<file path="src/rtl/cpu_types_pkg.sv">
// Shared CPU types: RAM handshake state and memory arbiter FSM states.
// Arbiter states are plain localparams so legacy code can compare them.
package cpu_types_pkg;

    typedef enum logic [1:0] {
        FREE   = 2'd0,
        BUSY   = 2'd1,
        ACCESS = 2'd2,
        ERROR  = 2'd3
    } ramstate_t;

    typedef logic [1:0] memarb_state_t;

    localparam memarb_state_t IDLE   = 2'd0;
    localparam memarb_state_t GNT_I  = 2'd1;
    localparam memarb_state_t GNT_DR = 2'd2;
    localparam memarb_state_t GNT_DW = 2'd3;

endpackage

</file>
<file path="src/rtl/memory_arbiter_if.sv">
// Cache/RAM bus bundle for the memory arbiter.
// slave = arbiter side, master = caches plus RAM side.
interface memory_arbiter_if;
    import cpu_types_pkg::*;

    logic        iREN;
    logic [31:0] iaddr;
    logic        iwait;
    logic [31:0] iload;

    logic        dREN;
    logic        dWEN;
    logic [31:0] daddr;
    logic [31:0] dstore;
    logic        dwait;
    logic [31:0] dload;

    logic        ramREN;
    logic        ramWEN;
    logic [31:0] ramaddr;
    logic [31:0] ramstore;
    logic [31:0] ramload;
    ramstate_t   ramstate;

    modport slave (
        input  iREN, iaddr, dREN, dWEN, daddr, dstore,
        input  ramload, ramstate,
        output iwait, iload, dwait, dload,
        output ramREN, ramWEN, ramaddr, ramstore
    );

    modport master (
        output iREN, iaddr, dREN, dWEN, daddr, dstore,
        output ramload, ramstate,
        input  iwait, iload, dwait, dload,
        input  ramREN, ramWEN, ramaddr, ramstore
    );

endinterface

</file>
<file path="src/rtl/memarb_select.sv">
// Next-grant selection out of IDLE for the memory arbiter.
// MEMARB_FAIR_EN adds an icache starvation counter (ISTARVE_MAX).
module memarb_select
    import cpu_types_pkg::*;
`ifdef MEMARB_FAIR_EN
#(
    parameter int ISTARVE_MAX = 4
)
`endif
(
`ifdef MEMARB_FAIR_EN
    input  logic          clk_i,
    input  logic          rst_ni,
    input  logic          idle_i,
`endif
    input  logic          iren_i,
    input  logic          dren_i,
    input  logic          dwen_i,
    output memarb_state_t next_o
);

`ifdef MEMARB_FAIR_EN
    localparam int CW = $clog2(ISTARVE_MAX + 1);
    localparam logic [CW-1:0] MAXC = CW'(ISTARVE_MAX);

    logic [CW-1:0] cnt_q;
    logic [CW-1:0] cnt_d;
    logic          starved;

    assign starved = iren_i && (cnt_q == MAXC);

    // Grant choice: starved icache first, then write, read, fetch.
    always_comb begin
        next_o = IDLE;
        if (starved)     next_o = GNT_I;
        else if (dwen_i) next_o = GNT_DW;
        else if (dren_i) next_o = GNT_DR;
        else if (iren_i) next_o = GNT_I;
    end

    // Count dcache grants taken while the icache waits; saturate.
    always_comb begin
        cnt_d = cnt_q;
        if (idle_i) begin
            if (!iren_i)
                cnt_d = '0;
            else if (next_o == GNT_I)
                cnt_d = '0;
            else if (cnt_q != MAXC)
                cnt_d = cnt_q + 1'b1;
        end
    end

    // Starvation counter register.
    always_ff @(posedge clk_i or negedge rst_ni) begin
        if (!rst_ni) cnt_q <= '0;
        else         cnt_q <= cnt_d;
    end
`else
    // Strict dcache-first priority; a write wins over a read.
    always_comb begin
        next_o = IDLE;
        if (dwen_i)      next_o = GNT_DW;
        else if (dren_i) next_o = GNT_DR;
        else if (iren_i) next_o = GNT_I;
    end
`endif

endmodule

</file>
<file path="src/rtl/memory_arbiter.sv">
// Single-port RAM arbiter between icache and dcache.
// Optional icache anti-starvation enabled by MEMARB_FAIR_EN.
module memory_arbiter
    import cpu_types_pkg::*;
#(
    parameter int ISTARVE_MAX = 4
) (
    input  logic             CLK,
    input  logic             nRST,
    memory_arbiter_if.slave  bus
);

    if (ISTARVE_MAX < 1) begin : g_cfg_check
        $error("ISTARVE_MAX must be at least 1");
    end

    memarb_state_t state_q;
    memarb_state_t state_d;
    memarb_state_t sel_next;
    logic          ram_acc;

    assign ram_acc = (bus.ramstate == ACCESS);

`ifdef MEMARB_FAIR_EN
    memarb_select #(
        .ISTARVE_MAX (ISTARVE_MAX)
    ) u_select (
        .clk_i  (CLK),
        .rst_ni (nRST),
        .idle_i (state_q == IDLE),
        .iren_i (bus.iREN),
        .dren_i (bus.dREN),
        .dwen_i (bus.dWEN),
        .next_o (sel_next)
    );
`else
    memarb_select u_select (
        .iren_i (bus.iREN),
        .dren_i (bus.dREN),
        .dwen_i (bus.dWEN),
        .next_o (sel_next)
    );
`endif

    // Next state: leave a grant on ACCESS or when the request drops.
    always_comb begin
        state_d = state_q;
        unique case (state_q)
            IDLE:   state_d = sel_next;
            GNT_I:  if (!bus.iREN || ram_acc) state_d = IDLE;
            GNT_DR: if (!bus.dREN || ram_acc) state_d = IDLE;
            GNT_DW: if (!bus.dWEN || ram_acc) state_d = IDLE;
            default: state_d = IDLE;
        endcase
    end

    // State register; reset abandons any access in flight.
    always_ff @(posedge CLK or negedge nRST) begin
        if (!nRST) state_q <= IDLE;
        else       state_q <= state_d;
    end

    // RAM and cache-side outputs; wait only drops for a live request.
    always_comb begin
        bus.ramREN   = 1'b0;
        bus.ramWEN   = 1'b0;
        bus.ramaddr  = '0;
        bus.ramstore = '0;
        bus.iwait    = 1'b1;
        bus.dwait    = 1'b1;
        unique case (state_q)
            IDLE: ;
            GNT_I: begin
                bus.ramREN  = 1'b1;
                bus.ramaddr = bus.iaddr;
                bus.iwait   = !(bus.iREN && ram_acc);
            end
            GNT_DR: begin
                bus.ramREN  = 1'b1;
                bus.ramaddr = bus.daddr;
                bus.dwait   = !(bus.dREN && ram_acc);
            end
            GNT_DW: begin
                bus.ramWEN   = 1'b1;
                bus.ramaddr  = bus.daddr;
                bus.ramstore = bus.dstore;
                bus.dwait    = !(bus.dWEN && ram_acc);
            end
            default: ;
        endcase
    end

    assign bus.iload = bus.ramload;
    assign bus.dload = bus.ramload;

endmodule

</file>
<file path="src/flat_wrapper.sv">
// flat-port wrapper written by rule: the top's interface ports become plain ports
module memory_arbiter_flat import cpu_types_pkg::*;
#(
    parameter int ISTARVE_MAX = 4
)
  (CLK, nRST, bus_iREN, bus_iaddr, bus_dREN, bus_dWEN, bus_daddr, bus_dstore, bus_ramload, bus_ramstate, bus_iwait, bus_iload, bus_dwait, bus_dload, bus_ramREN, bus_ramWEN, bus_ramaddr, bus_ramstore);
  memory_arbiter_if bus_i ();
  input  logic CLK;
  input  logic nRST;
  input wire logic [$bits(bus_i.iREN)-1:0] bus_iREN;
  input wire logic [$bits(bus_i.iaddr)-1:0] bus_iaddr;
  input wire logic [$bits(bus_i.dREN)-1:0] bus_dREN;
  input wire logic [$bits(bus_i.dWEN)-1:0] bus_dWEN;
  input wire logic [$bits(bus_i.daddr)-1:0] bus_daddr;
  input wire logic [$bits(bus_i.dstore)-1:0] bus_dstore;
  input wire logic [$bits(bus_i.ramload)-1:0] bus_ramload;
  input wire logic [$bits(bus_i.ramstate)-1:0] bus_ramstate;
  output wire logic [$bits(bus_i.iwait)-1:0] bus_iwait;
  output wire logic [$bits(bus_i.iload)-1:0] bus_iload;
  output wire logic [$bits(bus_i.dwait)-1:0] bus_dwait;
  output wire logic [$bits(bus_i.dload)-1:0] bus_dload;
  output wire logic [$bits(bus_i.ramREN)-1:0] bus_ramREN;
  output wire logic [$bits(bus_i.ramWEN)-1:0] bus_ramWEN;
  output wire logic [$bits(bus_i.ramaddr)-1:0] bus_ramaddr;
  output wire logic [$bits(bus_i.ramstore)-1:0] bus_ramstore;
  assign bus_i.iREN = bus_iREN;
  assign bus_i.iaddr = bus_iaddr;
  assign bus_i.dREN = bus_dREN;
  assign bus_i.dWEN = bus_dWEN;
  assign bus_i.daddr = bus_daddr;
  assign bus_i.dstore = bus_dstore;
  assign bus_i.ramload = bus_ramload;
  assign bus_i.ramstate = bus_ramstate;
  assign bus_iwait = bus_i.iwait;
  assign bus_iload = bus_i.iload;
  assign bus_dwait = bus_i.dwait;
  assign bus_dload = bus_i.dload;
  assign bus_ramREN = bus_i.ramREN;
  assign bus_ramWEN = bus_i.ramWEN;
  assign bus_ramaddr = bus_i.ramaddr;
  assign bus_ramstore = bus_i.ramstore;
  memory_arbiter #(.ISTARVE_MAX(ISTARVE_MAX)) u_core (.CLK(CLK), .nRST(nRST), .bus(bus_i));
endmodule
</file>
<file path="config.mk">
export PLATFORM = sky130hd
export DESIGN_NAME = memory_arbiter_flat
export DESIGN_NICKNAME = d
export VERILOG_FILES = /design/src/rtl/cpu_types_pkg.sv /design/src/rtl/memory_arbiter_if.sv /design/src/rtl/memarb_select.sv /design/src/rtl/memory_arbiter.sv /design/src/flat_wrapper.sv
export SDC_FILE = /design/constraint.sdc
export NUM_CORES = 1
export LEC_CHECK = 0
export CORE_AREA = 2 2 104 106
export CTS_BUF_LIST = sky130_fd_sc_hd__clkbuf_8
export DETAILED_ROUTE_END_ITERATION = 8
export DIE_AREA = 0 0 106 108
export PLACE_DENSITY = 0.65
export SKIP_CTS_REPAIR_TIMING = 1
export SYNTH_ARGS = -nofsm -noshare
export SYNTH_HDL_FRONTEND = slang
export SYNTH_SLANG_ARGS = --single-unit
</file>
<file path="constraint.sdc">
create_clock -name CLK -period 3.3 [get_ports CLK]
set_input_delay 0.66 -clock CLK [delete_from_list [all_inputs] [get_ports CLK]]
set_output_delay 0.66 -clock CLK [all_outputs]
set_load 0.03 [all_outputs]
</file>
==> results.md, run 1 <==
* Crit path depth at 4
* Buf/Inv on CP at 2
* Post-route ant nets at 0
* Post-synth EDFFs at 0
* Leakage at 1.13 nW
* Hold path depth at 2
* Final setup viols at 0
* Number of distinct library cells after synthesis at 18
* Initial antenna violation count at 0
* Setup_tns at 0 ps
* VDD IR-drop max at ~0.00021 V
* GRT Total Usage at 9.47%
* Critical path origin: bus_ramstate[1]
* HP Class: flip-flop to flip-flop
* CTS tree: yes
* Critical Path AT at 2130 ps
* MaxCap Viol Count at 0
* Worst skew pair latency at 210 ps
* Critical Path RT at 2640 ps
* Slew Viols, Final at 0
* Largest Register: u_core.state_q
* HPWL Detailed at 5.10 mm
* Seq/Total Area, Yosys at 3.80%
* Syn_nets at 338
* Core ar. at 10200 um^2
* Final Critical Period at between 2000 and 3000 ps
* Post-layout total power at 1.70 mW
* Simple-gate share of the synthesized area at 26.7%
* # fillers at 1105
* Relative slew slack at 58.6%
* End-of-flow core utilization at 25.4%
* Synth Area in Compound Gates at between 20% and 30%
* Placed Instances at 430
* Main combinational cell family by area after synthesis: buffers and inverters
* Die area at 11400 um^2
* Post-route insts no fill at 433
* # nets final at 440
* Wire per inst at 14.1 um
* Critical path class: input port to output pin
* Seq cells post-synth at 2
* Die extent in y at 108 um
* Max reg flops at 2
* R2r setup slk at between 1000 and 1500 ps
* Worst Setup Start Kind: input port
* # IOs at 267
* Die W at between 100 and 150 um
* Prevailing post-synth register cell: dfrtp_1
* Cell Pwr Density at 655 nW/um^2
* Vias at ~1600
* Ant. Diodes at 0
* Post-synth design cell area at 1320 um^2
* R2R depth at 6
* Clock slew at reported path FFs at 30 ps
* Number of H-tree levels at 1
* Area of the multi-input gates at 723 um^2
* Root Buffer: clkbuf_8
* Area share of fa/ha/maj cells after synthesis at 5.69%
* GPL Wtd Cong at just under 0.8
* Crit path largest cell delay at approximately 630 ps
* CTS Buf Count at 3
* Worst clock skew at between 4 and 5 ps
* Worst slew pin tran at 621 ps
* First drt pass iteration count at 4
* Average cell area after synthesis at 6.69 um^2
* Status: finished clean
* CP Capture Type: output pin
* Area Growth Syn to Fin at 97.1%
* Mux cell area share after synthesis at 1.52%
* Unrepaired setup endpoints after global routing: no
* DRC violations left at 0
* Vias in the first global route at 1639
* Largest net degree at the start of global routing at 36
* Post-Syn Instances at between 150 and 200
* Bufs on Longest Clock Path at 2
* First-pass GRT wire length at ~8.6 mm
* RR Startpoint: u_core.state_q[1]$_DFFE_PN0P_
* Port Buffers at 170
* Period utilisation layout at 84.5%
* Layout cells sized above 1 at approximately a quarter
* Slowest stage cell, crit path: clkdlybuf4s50_1
* FP Rows at 37
* Post-Route WL at 6.10 mm
* Total grt overflow at 0
* Vias per cell at 3.76
* Crit-path max FO at 4
* Critical R2R Capture: u_core.state_q[0]$_DFFE_PN0P_
* Ys async rst share at 100%
* Crit path capture: bus_iwait
* Crit-path leading delay family: buffers and inverters
* Initial Utilization at 12.9%
* Highest clock rate at about 360 MHz
* CTS Sinks at 2
* Worst path cell trace: clkdlybuf4s50_1 -> nor2b_1 -> nand3_1 -> clkdlybuf4s50_1
* Detailed Route Iter0 Violations at 51
* Biggest regs: u_core.state_q: 2 flops
* Final hold violations at 0
* Storage element area at ~50 um^2
* Critical Path Most Common Cell: clkdlybuf4s50_1
* XOR/XNOR Fraction of Synth Area at 0%
* Ys Warns at 0
[placed cells by master, fill, tap and decap left out, drive strengths merged]
cell type / n
clkdlybuf4s50: 105
buf: 69
nor2: 32
and2: 32
a22oi: 31
ha: 6
o21ai: 3
nor2b: 3
clkbuf: 3
nand2: 2
inv: 2
mux2i: 2
dfrtp: 2
a21oi: 1
a31oi: 1
a21o: 1
nand3: 1
a222oi: 1
[per-stage QoR]
step / cell area, um^2 / setup WS, ps / hold slack, ps
2_1_floorplan: 1320 / 932 / 364
3_3_place_gp: 2560 / 543 / 598
3_5_place_dp: 2560 / 540 / 598
4_1_cts: 2600 / 530 / 604
5_1_grt: 2600 / 408 / 622
6_report: 2600 / 510 / 599
[metal layers]
layer / GRT usage, % / up-vias / share of wire (%)
li1: - / 791 / -
met1: 11.0 / 747 / 39
met2: 17.3 / 67 / 53
met3: 2.23 / 24 / 6.9
met4: 2.73 / 0 / 1.7
met5: 0 / - / 0
[worst min-delay path by stage]
stage | startpoint | to
2_1_floorplan | nRST | u_core.state_q[0]$_DFFE_PN0P_
3_5_place_dp | u_core.state_q[1]$_DFFE_PN0P_ | u_core.state_q[1]$_DFFE_PN0P_
4_1_cts | u_core.state_q[1]$_DFFE_PN0P_ | u_core.state_q[1]$_DFFE_PN0P_
3_3_place_gp | u_core.state_q[1]$_DFFE_PN0P_ | u_core.state_q[1]$_DFFE_PN0P_
6_report | u_core.state_q[1]$_DFFE_PN0P_ | u_core.state_q[1]$_DFFE_PN0P_
5_1_grt | nRST | u_core.state_q[1]$_DFFE_PN0P_
[worst register-to-register path: stages (launching register included)]
cell      delay [ps]
dfrtp_1          330
buf_4            350
ha_1             220
buf_4            260
a222oi_1         150
nor2_1           250
mux2i_1          240
[power by group]
| group | switching [mW] | total (mW) | internal (mW) | leakage (nW) |
|---|---|---|---|---|
| clock | 0.0174 | 0.0943 | 0.0770 | 0.0216 |
| combinational | 0.945 | 1.56 | 0.619 | 1.08 |
| sequential | 0.00824 | 0.0443 | 0.0361 | 0.0251 |
| total | 0.970 | 1.70 | 0.732 | 1.13 |
[cells by family after synthesis]
family,after synthesis
AOI/OAI and AO/OA,38
adders and majority gates,6
buffers and inverters,79
DFF,2
muxes,2
and+or+nand+nor,70
[synth_stat cells (all sizes together) (2+ instances only)]
cell type,n,area (um^2)
ha,6,75.1
inv,2,7.51
nor2b,3,18.8
nor2,32,120
and2,32,200
buf,71,515
clkbuf,6,22.5
mux2i,2,20.0
dfrtp,2,50.1
a22oi,31,233
o21ai,3,15.0
nand2,2,7.51
[final cells by class]
type	count	share of cell area, %
timing repair buffer	174	61.8
inverter	2	0.289
clock buffer	3	1.59
multi-input combinational	116	27.8
sequential	2	1.93
tap	136	6.55
No activity file was read; power rests on OpenSTA's default activity.
==> run 2: changes to the inputs <==
CORE_AREA = 2 2 103 105   (was 2 2 104 106)
DIE_AREA = 0 0 105 107   (was 0 0 106 108)
PLACE_DENSITY = 0.66   (was 0.65)
clock period = 2.75 ns   (was 3.3 ns; I/O delays follow)
==> results.md, run 2 (synthesized netlist as in run 1, its figures left out) <==
* Status: finished clean
* Root Buffer: clkbuf_8
* Vias in the first global route at 1657 (+1.1%)
* CP Capture Type: output pin
* Layout cells sized above 1 at 24.7% (+0.51 points)
* Worst clock skew at 1.51 ps (-2.78 ps)
* DRC violations left at 0 (unchanged)
* Unrepaired setup endpoints after global routing: no
* Biggest regs: u_core.state_q: 2 flops
* Worst path cell trace: clkdlybuf4s50_1 -> nor2b_1 -> a31oi_1 -> a21o_1 -> clkdlybuf4s50_1
* R2r setup slk at 890 ps (-520 ps)
* Final setup viols at 0 (unchanged)
* HPWL Detailed at 4.97 mm (-2.5%)
* Crit path largest cell delay at 580 ps (-50 ps)
* Leading cell types in the layout, fill and taps excluded: clkdlybuf4s50_1, buf_4, nor2_1, and2_1, a22oi_1
* CTS tree: yes
* Post-Route WL at 5.89 mm (-3.4%)
* Largest net degree at the start of global routing at 35 (-2.8%)
* Die W at 105 um (-0.94%)
* # fillers at 1140 (+3.2%)
* Post-route ant nets at 0 (unchanged)
* Largest Register: u_core.state_q
* Port Buffers at 170 (unchanged)
* Setup_tns at 0 ps (unchanged)
* # nets final at 442 (+0.45%)
* HP Class: input port to async pin
* Vias at 1649 (+1.2%)
* Critical Path Most Common Cell: clkdlybuf4s50_1
* FP Rows at 37 (unchanged)
* Max reg flops at 2 (unchanged)
* VDD IR-drop max at 0.000275 V (+32%)
* Ant. Diodes at 0 (unchanged)
* Worst skew pair latency at 210 ps (about the same)
* MaxCap Viol Count at 0 (unchanged)
* # IOs at 267 (unchanged)
* Leakage at 1.14 nW (+0.69%)
* Total grt overflow at 0 (unchanged)
* Slowest stage cell, crit path: clkdlybuf4s50_1
* Worst slew pin tran at 441 ps (-180 ps)
* Initial antenna violation count at 0 (unchanged)
* Critical path class: input port to output pin
* CTS Sinks at 2 (unchanged)
* Vias per cell at 3.79 (+0.76%)
* GPL Wtd Cong at 0.868 (+9.4%)
* Die area at 11200 um^2 (-1.9%)
* CTS Buf Count at 3 (unchanged)
* Final WS setup at 95.1 ps (-415 ps)
* Highest clock rate at 377 MHz
* Period utilisation layout at 96.5%
* Number of H-tree levels at 1 (unchanged)
* Commonest non-fill, non-tap cell in the layout: clkdlybuf4s50_1
* Bufs on Longest Clock Path at 2 (unchanged)
* GRT Total Usage at 9.83% (+0.36 points)
* First drt pass iteration count at 4 (unchanged)
* First-pass GRT wire length at 8.80 mm (+2.7%)
* Final hold violations at 0 (unchanged)
* Crit-path max FO at 4 (unchanged)
* Critical Path RT at 2200 ps (-440 ps)
* Relative slew slack at 70.6% (+12 points)
* Die extent in y at 107 um (-0.93%)
* Wire per inst at 13.5 um (-3.8%)
* DP Worst Slack at 106 ps (-434 ps)
* Slew Viols, Final at 0 (unchanged)
* Storage element area at 50.0 um^2 (unchanged)
* Core ar. at 10100 um^2 (-1.4%)
* Final Critical Period at 2650 ps
* Initial Utilization at 13.1% (+0.18 points)
* Critical Path AT at 2100 ps (-30 ps)
* Clock slew at reported path FFs at 30 ps (about the same)
* Cell Pwr Density at 780 nW/um^2 (+19%)
* Area of the multi-input gates at 723 um^2 (unchanged)
* Detailed Route Iter0 Violations at 125 (+150%)
* Worst Setup Start Kind: input port
* Area Growth Syn to Fin at 97.2% (about the same)
[run 2: final timing paths]
path                                               start                             to  cells past startpoint
max                                      bus_ramstate[1]                      bus_dwait                      5
min                                                 nRST  u_core.state_q[1]$_DFFE_PN0P_                      1
max reg2reg                u_core.state_q[1]$_DFFE_PN0P_  u_core.state_q[1]$_DFFE_PN0P_                      6
min reg2reg                u_core.state_q[0]$_DFFE_PN0P_  u_core.state_q[0]$_DFFE_PN0P_                      2
max in group asynchronous                           nRST  u_core.state_q[0]$_DFFE_PN0P_                      1
min in group CLK           u_core.state_q[0]$_DFFE_PN0P_  u_core.state_q[0]$_DFFE_PN0P_                      2
[run 2: power breakdown]
part / switching, mW / internal [mW]
Clock: 0.0213 / 0.0924
Sequential: 0.0182 / 0.0433
Combinational: 1.12 / 0.734
[run 2: critical path: cells and delay by family]
kind | cells | cell delay, ps
AO/OA/AOI/OAI | 2 | 280
buffers and inverters | 2 | 1040
AND/OR/NAND/NOR | 1 | 240
[run 2: final cells by class]
type	instances	share of cell area (%)
repair buffers	176	61.9
inverters	2	0.289
clock buffers	3	1.59
multi-input cells	116	27.8
flip-flops and latches	2	1.92
well taps	136	6.54
[run 2: through the flow]
stage / instance area, um^2 / instances / hold slack, ps / util, % / total power, mW
final: 2600 / 435 / 517 / 25.8 / 2.03
after floorplan: 1320 / 197 / 254 / - / 1.35
after global placement: 2560 / 432 / 667 / 25.4 / 1.91
after CTS: 2600 / 435 / 511 / 25.8 / 2.06
after global routing: 2600 / 435 / 510 / 25.8 / 2.18
after detailed placement: 2560 / 432 / 700 / 25.4 / 1.94
[run 2: metal layers]
layer / global-route usage, % / share of wire, % / up-vias
li1: - / - / 796
met1: 10.8 / 37 / 752
met2: 17.7 / 51 / 85
met3: 3.59 / 10 / 16
met4: 2.95 / 1.4 / 0
met5: 0 / 0 / -
==> run 3: changes to the inputs <==
CORE_AREA = 4 4 102 104   (was 2 2 103 105)
DIE_AREA = 0 0 106 108   (was 0 0 105 107)
MAX_ROUTING_LAYER = met4   (was unset)
PLACE_DENSITY = 0.69   (was 0.66)
==> results.md, run 3 (synthesized netlist as in run 1, its figures left out) <==
* DP Worst Slack at 95.3 ps (-10.3 ps)
* Critical Path RT at 2200 ps (about the same)
* Worst slew pin tran at 445 ps (+4.35 ps)
* # IOs at 267 (unchanged)
* Crit-path max FO at 4 (unchanged)
* Placed Area at 2540 um^2 (-0.64%)
* Relative slew slack at 70.3% (-0.29 points)
* CTS Sinks at 2 (unchanged)
* # nets final at 442 (unchanged)
* WHS at 508 ps (-9.26 ps)
* Area Growth Syn to Fin at 96.2%
* Status: finished clean
* Post-route insts no fill at 432 (-0.69%)
* Worst clock skew at 4.13 ps (+2.62 ps)
* Max reg flops at 2 (unchanged)
* CTS Buf Count at 3 (unchanged)
* MaxCap Viol Count at 0 (unchanged)
* Setup_tns at 0 ps (unchanged)
* GPL Wtd Cong at 0.749 (-14%)
* Post-layout total power at 2.02 mW (-0.25%)
* HPWL Detailed at 4.90 mm (-1.3%)
* Post-Route WL at 5.85 mm (-0.66%)
* Root Buffer: clkbuf_8
* Die area at 11400 um^2 (+1.9%)
* Vias at 1636 (-0.79%)
* DRC violations left at 0 (unchanged)
* Clock slew at reported path FFs at 30 ps (about the same)
* Slowest stage cell, crit path: clkdlybuf4s50_1
* Period utilisation layout at 96.9% (+0.37 points)
* Port Buffers at 170 (unchanged)
* FP Rows at 36 (-2.7%)
* End-of-flow core utilization at 27.1% (+1.3 points)
* Largest net degree at the start of global routing at 35 (unchanged)
* Final WS setup at 84.8 ps (-10.3 ps)
* Area of the multi-input gates at 726 um^2 (+0.35%)
* Die W at 106 um (+0.95%)
* Post-route ant nets at 0 (unchanged)
* Initial Utilization at 13.8% (+0.74 points)
* VDD IR-drop max at 0.000695 V (+150%)
* First-pass GRT wire length at 8.55 mm (-2.9%)
* Final setup viols at 0 (unchanged)
* Worst Setup Start Kind: input port
* Critical Path Most Common Cell: clkdlybuf4s50_1
* Bufs on Longest Clock Path at 2 (unchanged)
* First drt pass iteration count at 4 (unchanged)
* Core ar. at 9550 um^2 (-5.4%)
* HP Class: input port to async pin
* Commonest non-fill, non-tap cell in the layout: clkdlybuf4s50_1
* Cell Pwr Density at 782 nW/um^2 (+0.28%)
* Post-route cell area at 2590 um^2 (-0.53%)
* Critical path class: input port to output pin
* Vias per cell at 3.79 (about the same)
* CTS tree: yes
* Final hold violations at 0 (unchanged)
* Storage element area at 50.0 um^2 (unchanged)
* Vias in the first global route at 1639 (-1.1%)
* GRT Total Usage at 9.42% (-0.42 points)
* Leading cell types in the layout, fill and taps excluded: clkdlybuf4s50_1, buf_4, nor2_1, and2_1, a22oi_1
* Wire per inst at 13.5 um (about the same)
* Final Critical Period at 2670 ps (+10.3 ps)
* Crit path largest cell delay at 590 ps (about the same)
* Worst path cell trace: clkdlybuf4s50_1 -> nor2b_1 -> a31oi_1 -> a21o_1 -> clkdlybuf4s50_1
* # fillers at 1045 (-8.3%)
* Ant. Diodes at 0 (unchanged)
* Worst skew pair latency at 210 ps (about the same)
* Detailed Route Iter0 Violations at 53 (-58%)
* Leakage at 1.13 nW (-0.36%)
* Largest Register: u_core.state_q
* Total grt overflow at 0 (unchanged)
* Unrepaired setup endpoints after global routing: no
* Critical Path AT at 2120 ps (+20 ps)
* Initial antenna violation count at 0 (unchanged)
* Highest clock rate at 375 MHz (-0.39%)
* Placed Instances at 429 (-0.69%)
* Layout cells sized above 1 at 25.1% (+0.33 points)
* Die extent in y at 108 um (+0.93%)
* Biggest regs: u_core.state_q: 2 flops
* Slew Viols, Final at 0 (unchanged)
* CP Capture Type: output pin
* Number of H-tree levels at 1 (unchanged)
==> run 3: cell counts in the layout (fill, tap and decap cells not counted) <==
Identical to the previous run, type by type.
==> run 3: worst paths after layout <==
kind / from / endpoint / slack, ps / cells after the start
setup / recovery: bus_ramstate[1] / bus_dwait / 80 / 5
hold / removal: nRST / u_core.state_q[0]$_DFFE_PN0P_ / 510 / 1
setup reg to reg: u_core.state_q[1]$_DFFE_PN0P_ / u_core.state_q[0]$_DFFE_PN0P_ / 1070 / 6
hold reg to reg: u_core.state_q[0]$_DFFE_PN0P_ / u_core.state_q[0]$_DFFE_PN0P_ / 690 / 2
max in group asynchronous: nRST / u_core.state_q[1]$_DFFE_PN0P_ / 2120 / 1
min in group CLK: u_core.state_q[0]$_DFFE_PN0P_ / u_core.state_q[0]$_DFFE_PN0P_ / 690 / 2
==> run 3: report_power, final <==
group / total, mW / switching, mW / internal (mW)
clock: 0.113 / 0.0207 / 0.0923
combinational: 1.85 / 1.12 / 0.732
sequential: 0.0606 / 0.0172 / 0.0433
==> run 3: area by class of cell <==
cell class / count / share of cell area, %
clock buffer: 3 / 1.60
inverter: 2 / 0.290
multi-input combinational: 116 / 28.0
sequential: 2 / 1.93
tap: 133 / 6.43
timing repair buffer: 176 / 61.7
==> run 3: metal layers <==
layer	wire [um]	global-route usage, %	vias up
met2	3180	17.1	72
met5	0	-	-
met1	2140	10.5	739
met4	178	3.42	0
li1	-	-	795
met3	352	1.31	30
==> run 3: worst max-delay path: cells and delay by family <==
family	cells	cell delay, ps
AOI/OAI and AO/OA	2	290
buffers and inverters	2	1030
and+or+nand+nor	1	250
